===== config.mk =====
export PLATFORM = sky130hd
export DESIGN_NAME = if_stage
export DESIGN_NICKNAME = d
export VERILOG_FILES = /design/src/rtl/if_stage.sv
export SDC_FILE = /design/constraint.sdc
export NUM_CORES = 1
export LEC_CHECK = 0
export ABC_AREA = 0
export CORE_ASPECT_RATIO = 1.2
export CORE_MARGIN = 10
export CORE_UTILIZATION = 53
export CTS_CLUSTER_DIAMETER = 60
export DETAILED_ROUTE_END_ITERATION = 6
export PLACE_DENSITY = 0.82
export SLEW_MARGIN = 40
export SYNTH_ARGS = -nofsm -noshare
export SYNTH_HDL_FRONTEND = slang
export SYNTH_SLANG_ARGS = --single-unit

===== constraint.sdc =====
create_clock -name clk -period 9 [get_ports clk]
set_input_delay 2.25 -clock clk [delete_from_list [all_inputs] [get_ports clk]]
set_output_delay 2.25 -clock clk [all_outputs]
set_load 0.03 [all_outputs]

===== src/rtl/if_stage.sv =====
// Instruction-fetch stage: PC register, imem request/ack handshake and IF/ID register in one block.
// Optional IF_MISALIGN_CHECK_EN adds inst_misalign_o and suppresses requests for unaligned PCs.
module if_stage #(
  parameter logic [31:0] RESET_PC = 32'h0000_0000
) (
  input  logic        clk,
  input  logic        rst,
  input  logic        stall_i,
  input  logic        branch_flag_i,
  input  logic [31:0] branch_target_address_i,
  output logic        imem_req_o,
  output logic [31:0] imem_addr_o,
  input  logic        imem_ack_i,
  input  logic [31:0] imem_data_i,
  output logic        fetch_stall_o,
  output logic [31:0] id_pc_o,
  output logic [31:0] id_inst_o
`ifdef IF_MISALIGN_CHECK_EN
  ,
  output logic        inst_misalign_o
`endif
);

  typedef enum logic [1:0] {S_RESET, S_FETCH, S_HOLD} state_t;

  state_t      state, state_nxt;
  logic [31:0] pc;
  logic [31:0] hold_inst;
  logic [31:0] hold_pc;
  logic        br_pend;
  logic [31:0] br_pend_tgt;

  logic        misalign;
  logic        fetch_ok;
  logic        advance;
  logic        bubble;
  logic        capture;
  logic        pend_set;
  logic [31:0] adv_inst;
  logic [31:0] adv_pc;
  logic [31:0] next_pc;

`ifdef IF_MISALIGN_CHECK_EN
  assign misalign = (pc[1:0] != 2'b00);
`else
  assign misalign = 1'b0;
`endif

  // State register
  always_ff @(posedge clk or posedge rst) begin
    if (rst) state <= S_RESET;
    else     state <= state_nxt;
  end

  // Next-state logic
  always_comb begin
    state_nxt = state;
    case (state)
      S_RESET: state_nxt = S_FETCH;
      S_FETCH: if (capture) state_nxt = S_HOLD;
      S_HOLD:  if (!stall_i) state_nxt = S_FETCH;
      default: state_nxt = S_RESET;
    endcase
  end

  // Output / handshake decode; a misaligned fetch counts as an immediate ack with data 0
  always_comb begin
    imem_req_o    = (state == S_FETCH) && !misalign;
    imem_addr_o   = imem_req_o ? pc : 32'h0;
    fetch_stall_o = imem_req_o && !imem_ack_i;
    fetch_ok      = (state == S_FETCH) && (misalign || imem_ack_i);
    advance       = !stall_i && (fetch_ok || (state == S_HOLD));
    bubble        = (state == S_FETCH) && !fetch_ok && !stall_i;
    capture       = fetch_ok && stall_i;
    pend_set      = branch_flag_i && !stall_i && !advance && !br_pend;
    adv_inst      = (state == S_HOLD) ? hold_inst : (misalign ? 32'h0 : imem_data_i);
    adv_pc        = (state == S_HOLD) ? hold_pc : pc;
    if (br_pend)            next_pc = br_pend_tgt;
    else if (branch_flag_i) next_pc = branch_target_address_i;
    else                    next_pc = pc + 32'd4;
  end

  // PC, hold buffer, pending-branch and IF/ID registers
  always_ff @(posedge clk or posedge rst) begin
    if (rst) begin
      pc          <= RESET_PC;
      hold_inst   <= 32'h0;
      hold_pc     <= 32'h0;
      br_pend     <= 1'b0;
      br_pend_tgt <= 32'h0;
      id_pc_o     <= 32'h0;
      id_inst_o   <= 32'h0;
    end else begin
      if (advance) begin
        id_inst_o <= adv_inst;
        id_pc_o   <= adv_pc;
        pc        <= next_pc;
        br_pend   <= 1'b0;
      end else begin
        if (bubble) begin
          id_inst_o <= 32'h0;
          id_pc_o   <= 32'h0;
        end
        // Branch left ID before its delay slot arrived: remember where to go afterwards
        if (pend_set) begin
          br_pend     <= 1'b1;
          br_pend_tgt <= branch_target_address_i;
        end
      end
      if (capture) begin
        hold_inst <= misalign ? 32'h0 : imem_data_i;
        hold_pc   <= pc;
      end
    end
  end

`ifdef IF_MISALIGN_CHECK_EN
  always_ff @(posedge clk or posedge rst) begin
    if (rst)          inst_misalign_o <= 1'b0;
    else if (advance) inst_misalign_o <= misalign;
    else if (bubble)  inst_misalign_o <= 1'b0;
  end
`endif

endmodule


Word-level counts from Yosys, hierarchy flattened

Index checks and enable logic that the tools add are counted.

Bits in registers: 195
Input port bits: 69
Output and inout bits: 98
Word-level logic and storage cells: 47

Add/subtract/negate cells: 1
Equality and inequality tests: 4
Mux-type cells: 13
Bitwise logic cells: 1
Reductions and logical operators: 20

Operators with widths:

| operator              | number |
|---|---|
| $mux 32               | 8 |
| $add 32x3->32 const B | 1 |
| $logic_and 1x1->1     | 9 |
| $pmux 2 s3            | 1 |
| $logic_not 1->1       | 5 |
| $mux 2                | 2 |
| $reduce_and 2->1      | 2 |
| $reduce_bool 2->1     | 2 |
| $eq 2x1->1 const B    | 1 |
| $eq 2x2->1 const B    | 1 |
| $logic_not 2->1       | 1 |
| $mux 1                | 2 |
| $ne 2x1->1 const B    | 1 |
| $ne 2x2->1 const B    | 1 |
| $logic_or 1x1->1      | 1 |
| $not 1->1             | 1 |

Logic depth before layout (Yosys ltp)

Gate-level depths: netlist of run 1.

Depth after elaboration: 9
Depth in mapped cells: 8
Mapped depth without buffers: 6

Least setup slack after synthesis of run 1

OpenSTA, ideal clock, no wires.

Path kind: input -> output
From: input imem_ack_i
To: output fetch_stall_o
Arrival: 2.682 ns
Required time: 6.750 ns
Path slack: 4.068 ns
Cell stages on the path: 1
Buffers on the path: 0
Cells stage by stage: nor2b_1

Longest elaborated chain between the ends: 2

RTL lines:

| element           | RTL line | text |
|---|---|---|
| from (decl)       | 13       | `input logic imem_ack_i,` |
| $logic_not 1->1   | 70       | `fetch_stall_o = imem_req_o && !imem_ack_i;` |
| $logic_and 1x1->1 | 70       |  |
| to (decl)         | 15       | `output logic fetch_stall_o,` |

Every way passes these cells.

Worst setup path after layout of run 1

Ends and elaborated chain as after synthesis.

==> out/metrics.cfg, run 1 <==
[clock_tree]
post_cts_buffers=0
ctsResizeCount=0
clk_path_buf_depth=2
worstSkewPairLatency_ps=420
cts_sinks=195
cts_hold_buf=0
cts_made_buffers=17
cts_tree=yes
clk_pin_slew_ps=60
cts_htree_levels=4
cts-root-buf=clkbuf_16

[die]
pin_count=167
num_rows=52
coreArea_um2=17000
dieHeight_um=165
start_util_pct=54.5
fp.dieW_um=141
die_area_um2=23200

[critical_path]
end_kind=primary output
r2r_slack_ps=6510
start_kind=input port
timing.rr.start=state[0]$_DFFE_PP0P_
worstPathMaxFanout=4
r2r-end=br_pend_tgt[7]$_DFFE_PP0P_
crit_type=input port to primary output
crit_arrival_ps=3610
rr_worst_depth=5
worstPathRequired_ps=6750

[timing]
hold_viol=0
setup_tns_ps=0
fmax_mhz=171
slew_headroom_pct=44.6
finalSetupViolCount=0
worst_pin_slew_ps=831
maxSlewViolCount=0
setup_slack_ps=3140
fin_worst_skew_ps=6.60
post-route-period-util_pct=65.1
rsz0062_at_grt=false
fin_crit_ps=5860

[logic_synthesis]
synth_area_um2=9250
yosysSeqAreaShare_pct=52.7
syn_nets=932
synthFlopType=dfrtp_1
ys_ff_latch=195
async_flop_share_pct=100
avgSynthCellArea_um2=10.7
synth_edf_count=0
synthCells=862
synth_cell_types=56
ys_warn_count=0

[placed_design]
dp_slack_ps=3150
hpwl_mm=15.8
port_buffers=166
place.gp.congestion=0.818

[grt]
grt_max_degree=139
grt_pass1_vias=7098
grt-ovfl-total=0
antenna_found_initial=0
track_usage_pct=19.9
grt_pass1_wl_mm=37.6

[layout]
seqCellArea_um2=4880
insertedDiodeCount=0
nNetsFinal=1059
nFillCells=1286
synthToLayoutAreaGrowth_pct=25.8
multi_input_area_um2=4030
drive_gt1_share_pct=15.2

[detailed_routing]
wl_per_cell_um=19.0
vias=7068
drc=0
routed_wl_mm=23.2
final_antenna_net_count=0
drt_iter0_markers=552
via_per_inst=5.80
dr.pass1.iters=6

[power_and_ir_drop]
ir_drop_mv=0.156
p_per_area_nw_per_um2=292
power_leakage_nw=5.23

[run]
maxCapViolCount=0

[min_path]
hp-class=flop to flop
worstHoldStart=id_pc_o[30]$_DFFE_PP0P_
min_path_cells=2
hold_end=id_pc_o[30]$_DFFE_PP0P_

[run_status]
status=completed

[metal layers]
metal | wire [um] | track usage (%) | vias up
met5 | 0 | 0 | -
met4 | 301 | 5.26 | 0
met3 | 1450 | 4.68 | 32
met2 | 11200 | 32.8 | 245
met1 | 10200 | 25.8 | 3472
li1 | - | - | 3319
[cells in the final DEF, fill, tap and decap left out, drive strengths merged, types with 14 or more instances in the layout]
master         count
dfrtp            195
mux2              92
nor2              25
clkbuf            23
clkdlybuf4s50    166
o21ai            124
buf               14
nand2            104
mux2i             63
and2              35
a21oi             29
[critical path, stage by stage]
cell,delay (ps)
clkdlybuf4s50_1,530
nor2b_1,150
clkdlybuf4s50_1,680
[power breakdown]
part	total [W]	internal, W	leakage (nW)	switching [W]
Clock	0.000747	0.000430	0.283	0.000317
Combinational	0.00119	0.000548	2.52	0.000642
Sequential	0.00146	0.00119	2.43	0.000276
[area by class of cell]
| class | instances | area share (%) |
|---|---|---|
| Sequential cell | 195 | 41.9 |
| Clock buffer | 23 | 4.11 |
| Timing Repair Buffer | 180 | 15.8 |
| Tap cell | 216 | 2.32 |
| Inverter | 7 | 0.333 |
| Multi-Input combinational cell | 588 | 34.6 |
| Clock inverter | 9 | 0.892 |
[cells in the mapped netlist, types with 6 or more instances]
cell      count  area (um^2)
dfrtp_1     195         4880
o21ai_0     123          616
nand2_1     104          390
mux2_2       92         1040
mux2i_1      63          631
clkbuf_1     38          143
and2_1       33          206
a21oi_1      29          145
nor2_1       25         93.8
buf_2        13         65.1
and3_1       11         68.8
nand3_1      10         50.1
nand4_1      10         62.6
buf_1         9         33.8
buf_6         8         90.1
nor3_1        8         40.0
a31oi_1       7         43.8
inv_1         7         26.3
a22oi_1       6         45.0
nor4_1        6         37.5
[per-stage QoR]
stage	instances	hold WS (ps)	cell area, um^2	total power [W]	utilization (%)
finish	1218	476	11600	0.00340	68.5
global route	1218	495	11600	0.00358	68.5
CTS	1217	483	11600	0.00341	68.4
detailed placement	1185	469	11000	0.00267	64.9
global placement	1181	459	10900	0.00261	64.4
floorplan	862	449	9250	0.00218	-
[state kept, by name (all words and copies together), names as in the netlist]
register,cells
id_pc_o,32
hold_pc,32
state,2
pc,32
hold_inst,32
id_inst_o,32
br_pend,1
br_pend_tgt,32
[how the worst max path moves through the flow]
stage	from	to	slack [ps]	cells past startpoint
2_1_floorplan	rst	br_pend$_DFFE_PP0P_	1440	1
3_5_place_dp	imem_ack_i	fetch_stall_o	3150	3
3_3_place_gp	imem_ack_i	fetch_stall_o	3150	3
4_1_cts	imem_ack_i	fetch_stall_o	3140	3
5_1_grt	imem_ack_i	fetch_stall_o	3090	3
6_report	imem_ack_i	fetch_stall_o	3140	3
[cell families after synthesis]
kind of cell | count (synthesis) | synth area share, %
adder cells (fa/ha/maj) | 1 | 0.135
flip-flops | 195 | 52.7
buffers and inverters | 79 | 4.29
AND/OR/NAND/NOR | 229 | 12.2
multiplexers | 155 | 18.0
AO/OA/AOI/OAI | 203 | 12.6
No activity file was read; power rests on OpenSTA's default activity.
==> inputs of run 2 (changes only) <==
--- a/config.mk
+++ b/config.mk
@@ -8,10 +8,10 @@
 export ABC_AREA = 0
 export CORE_ASPECT_RATIO = 1.2
 export CORE_MARGIN = 10
-export CORE_UTILIZATION = 53
+export CORE_UTILIZATION = 48
 export CTS_CLUSTER_DIAMETER = 60
 export DETAILED_ROUTE_END_ITERATION = 6
-export PLACE_DENSITY = 0.82
+export PLACE_DENSITY = 0.79
 export SLEW_MARGIN = 40
 export SYNTH_ARGS = -nofsm -noshare
 export SYNTH_HDL_FRONTEND = slang
==> constraint.sdc (replaced) <==
create_clock -name clk -period 5.15 [get_ports clk]
set_input_delay 1.2875 -clock clk [delete_from_list [all_inputs] [get_ports clk]]
set_output_delay 1.2875 -clock clk [all_outputs]
set_load 0.03 [all_outputs]
==> run 2 against run 1 <==
  * Die area up 9.0%
  * Sequential power increased by 75%
  * First-iteration DRC count is 10% higher
  * Clock skew is 5.6 ps higher
  * Cell area is 0.69% higher
  * Critical endpoint unchanged
  * Critical path depth unchanged
  * Clock-buffer cell count fell by 2
  * Non-clock buffer count rose by 1
  * Hold slack about the same
  * Via count fell by 1.5%
  * Combinational power grew 73%
  * Final cell count up 3.4%
==> out/metrics.cfg, run 2 (synthesis results as in run 1) <==
[run_status]
status=completed

[die]
die_area_um2=25300  ; +9.0%
num_rows=55  ; +5.8%
pin_count=167  ; unchanged
fp.dieW_um=147  ; +4.4%
coreArea_um2=18900  ; +11%
start_util_pct=48.9  ; -5.6 points
dieHeight_um=172  ; +4.5%

[layout]
final_area_um2=11700  ; +0.69%
final_common_cell=dfrtp_1
drive_gt1_share_pct=15.4  ; +0.18 points
seqCellArea_um2=4880  ; unchanged
nNetsFinal=1060  ; +0.094%
nFillCells=1547  ; +20%
most-common-layout-cells=dfrtp_1, clkdlybuf4s50_1, o21ai_0
insertedDiodeCount=0  ; unchanged
synthToLayoutAreaGrowth_pct=26.6
multi_input_area_um2=4020  ; -0.25%
finalCoreUtilization_pct=61.9  ; -6.6 points

[clock_tree]
clk_path_buf_depth=2  ; unchanged
cts_sinks=195  ; unchanged
clk_pin_slew_ps=70  ; about the same
worstSkewPairLatency_ps=430  ; about the same
cts_hold_buf=0  ; unchanged
ctsResizeCount=0  ; unchanged
cts_htree_levels=4  ; unchanged
cts_made_buffers=17  ; unchanged
cts-root-buf=clkbuf_16
cts_tree=yes
post_cts_buffers=0  ; unchanged

[critical_path]
path_delay_family=buffers and inverters
worstPathRequired_ps=3860  ; -2890 ps
worstPathMaxFanout=4  ; unchanged
crit_type=input port to primary output
crit_top_cell=clkdlybuf4s50_1
max_stage_delay_ps=680  ; about the same
critPathBufInv=2  ; unchanged
end_kind=primary output
crit_arrival_ps=2640  ; -970 ps
path_cells=clkdlybuf4s50_1 > nor2b_1 > clkdlybuf4s50_1
critPathSlowestCell=clkdlybuf4s50_1
start_kind=input port

[grt]
antenna_found_initial=0  ; unchanged
grt_pass1_wl_mm=37.6  ; +0.22%
grt-ovfl-total=0  ; unchanged
grt_pass1_vias=7023  ; -1.1%
grt_max_degree=133  ; -4.3%
track_usage_pct=18.4  ; -1.5 points

[timing]
worst_pin_slew_ps=775  ; -55.4 ps
setup_slack_ps=1220  ; -1920 ps
hold_viol=0  ; unchanged
slew_headroom_pct=48.2  ; +3.6 points
fin_worst_skew_ps=12.2  ; +5.59 ps
fin_crit_ps=3930
post-route-period-util_pct=76.3
finalSetupViolCount=0  ; unchanged
maxSlewViolCount=0  ; unchanged
fmax_mhz=254
rsz0062_at_grt=false
setup_tns_ps=0  ; unchanged

[run]
maxCapViolCount=0  ; unchanged

[power_and_ir_drop]
ir_drop_mv=0.255  ; +63%
switching_power_w=0.00216  ; +75%
pwr-share-clk_pct=23.3  ; +1.3 points
p_per_area_nw_per_um2=513  ; +76%
p_int_w=0.00385  ; +78%
fin_total_pwr_w=0.00601  ; +77%
sequentialPowerShare_pct=42.4  ; -0.6 points
power_leakage_nw=5.24  ; +0.22%
combinationalPowerShare_pct=34.3  ; -0.7 points
swShare_pct=36.0  ; -0.33 points

[placed_design]
dp_slack_ps=1230  ; -1920 ps
hpwl_mm=15.9  ; +0.64%
port_buffers=166  ; unchanged
placed_area_um2=11100  ; +0.53%
place.gp.congestion=0.830  ; +1.5%

[detailed_routing]
final_antenna_net_count=0  ; unchanged
dr.pass1.iters=6  ; unchanged
via_per_inst=5.53  ; -4.7%
wl_per_cell_um=18.3  ; -3.7%
drc=0  ; unchanged
routed_wl_mm=23.1  ; -0.44%
vias=6963  ; -1.5%
drt_iter0_markers=608  ; +10%

[min_path]
hp-class=flop to flop

-- run 2: final cells by class --
type / instances / share of cell area (%)
sequential: 195 / 41.6
tap: 256 / 2.73
multi-input combinational: 588 / 34.3
inverter: 7 / 0.256
clock buffer: 21 / 4.10
timing repair buffer: 181 / 15.7
clock inverter: 11 / 1.25
-- run 2: stage by stage --
| stage | std cells | hold slack (ps) |
|---|---|---|
| 6_report | 1259 | 476 |
| 5_1_grt | 1259 | 496 |
| 4_1_cts | 1259 | 485 |
| 3_5_place_dp | 1227 | 469 |
| 3_3_place_gp | 1223 | 459 |
| 2_1_floorplan | 862 | 449 |
-- run 2: power groups by stage --
stage | sequential, W | clock [W] | combinational, W
after CTS | 0.00254 | 0.00143 | 0.00209
after global placement | 0.00254 | 0 | 0.00203
after floorplan | 0.00264 | 0 | 0.00118
final | 0.00255 | 0.00140 | 0.00206
after detailed placement | 0.00257 | 0 | 0.00208
after global routing | 0.00264 | 0.00148 | 0.00223
-- run 2: final timing paths --
path / to / slack, ps / from / cells past startpoint
setup / recovery: fetch_stall_o / 1220 / imem_ack_i / 3
hold / removal: id_inst_o[19]$_DFFE_PP0P_ / 480 / id_inst_o[19]$_DFFE_PP0P_ / 2
setup reg to reg: pc[30]$_DFFE_PP0P_ / 2730 / pc[2]$_DFFE_PP0P_ / 6
hold reg to reg: id_inst_o[19]$_DFFE_PP0P_ / 480 / id_inst_o[19]$_DFFE_PP0P_ / 2
max in group asynchronous: pc[24]$_DFFE_PP0P_ / 3150 / rst / 3
min in group asynchronous: hold_inst[27]$_DFFE_PP0P_ / 1380 / rst / 3
-- run 2: routing by layer --
layer  track usage [%]  vias up  share of wire (%)
li1                  -     3312                  -
met1              23.8     3439                 45
met2              30.4      194                 48
met3              3.90       18                5.2
met4              5.40        0                1.4
met5                 0        -                  0
-- run 2: worst min-delay path, stage by stage, from the launching register on --
cell and delay (ps):
dfrtp_1 340, nand2_1 50, o21ai_0 60
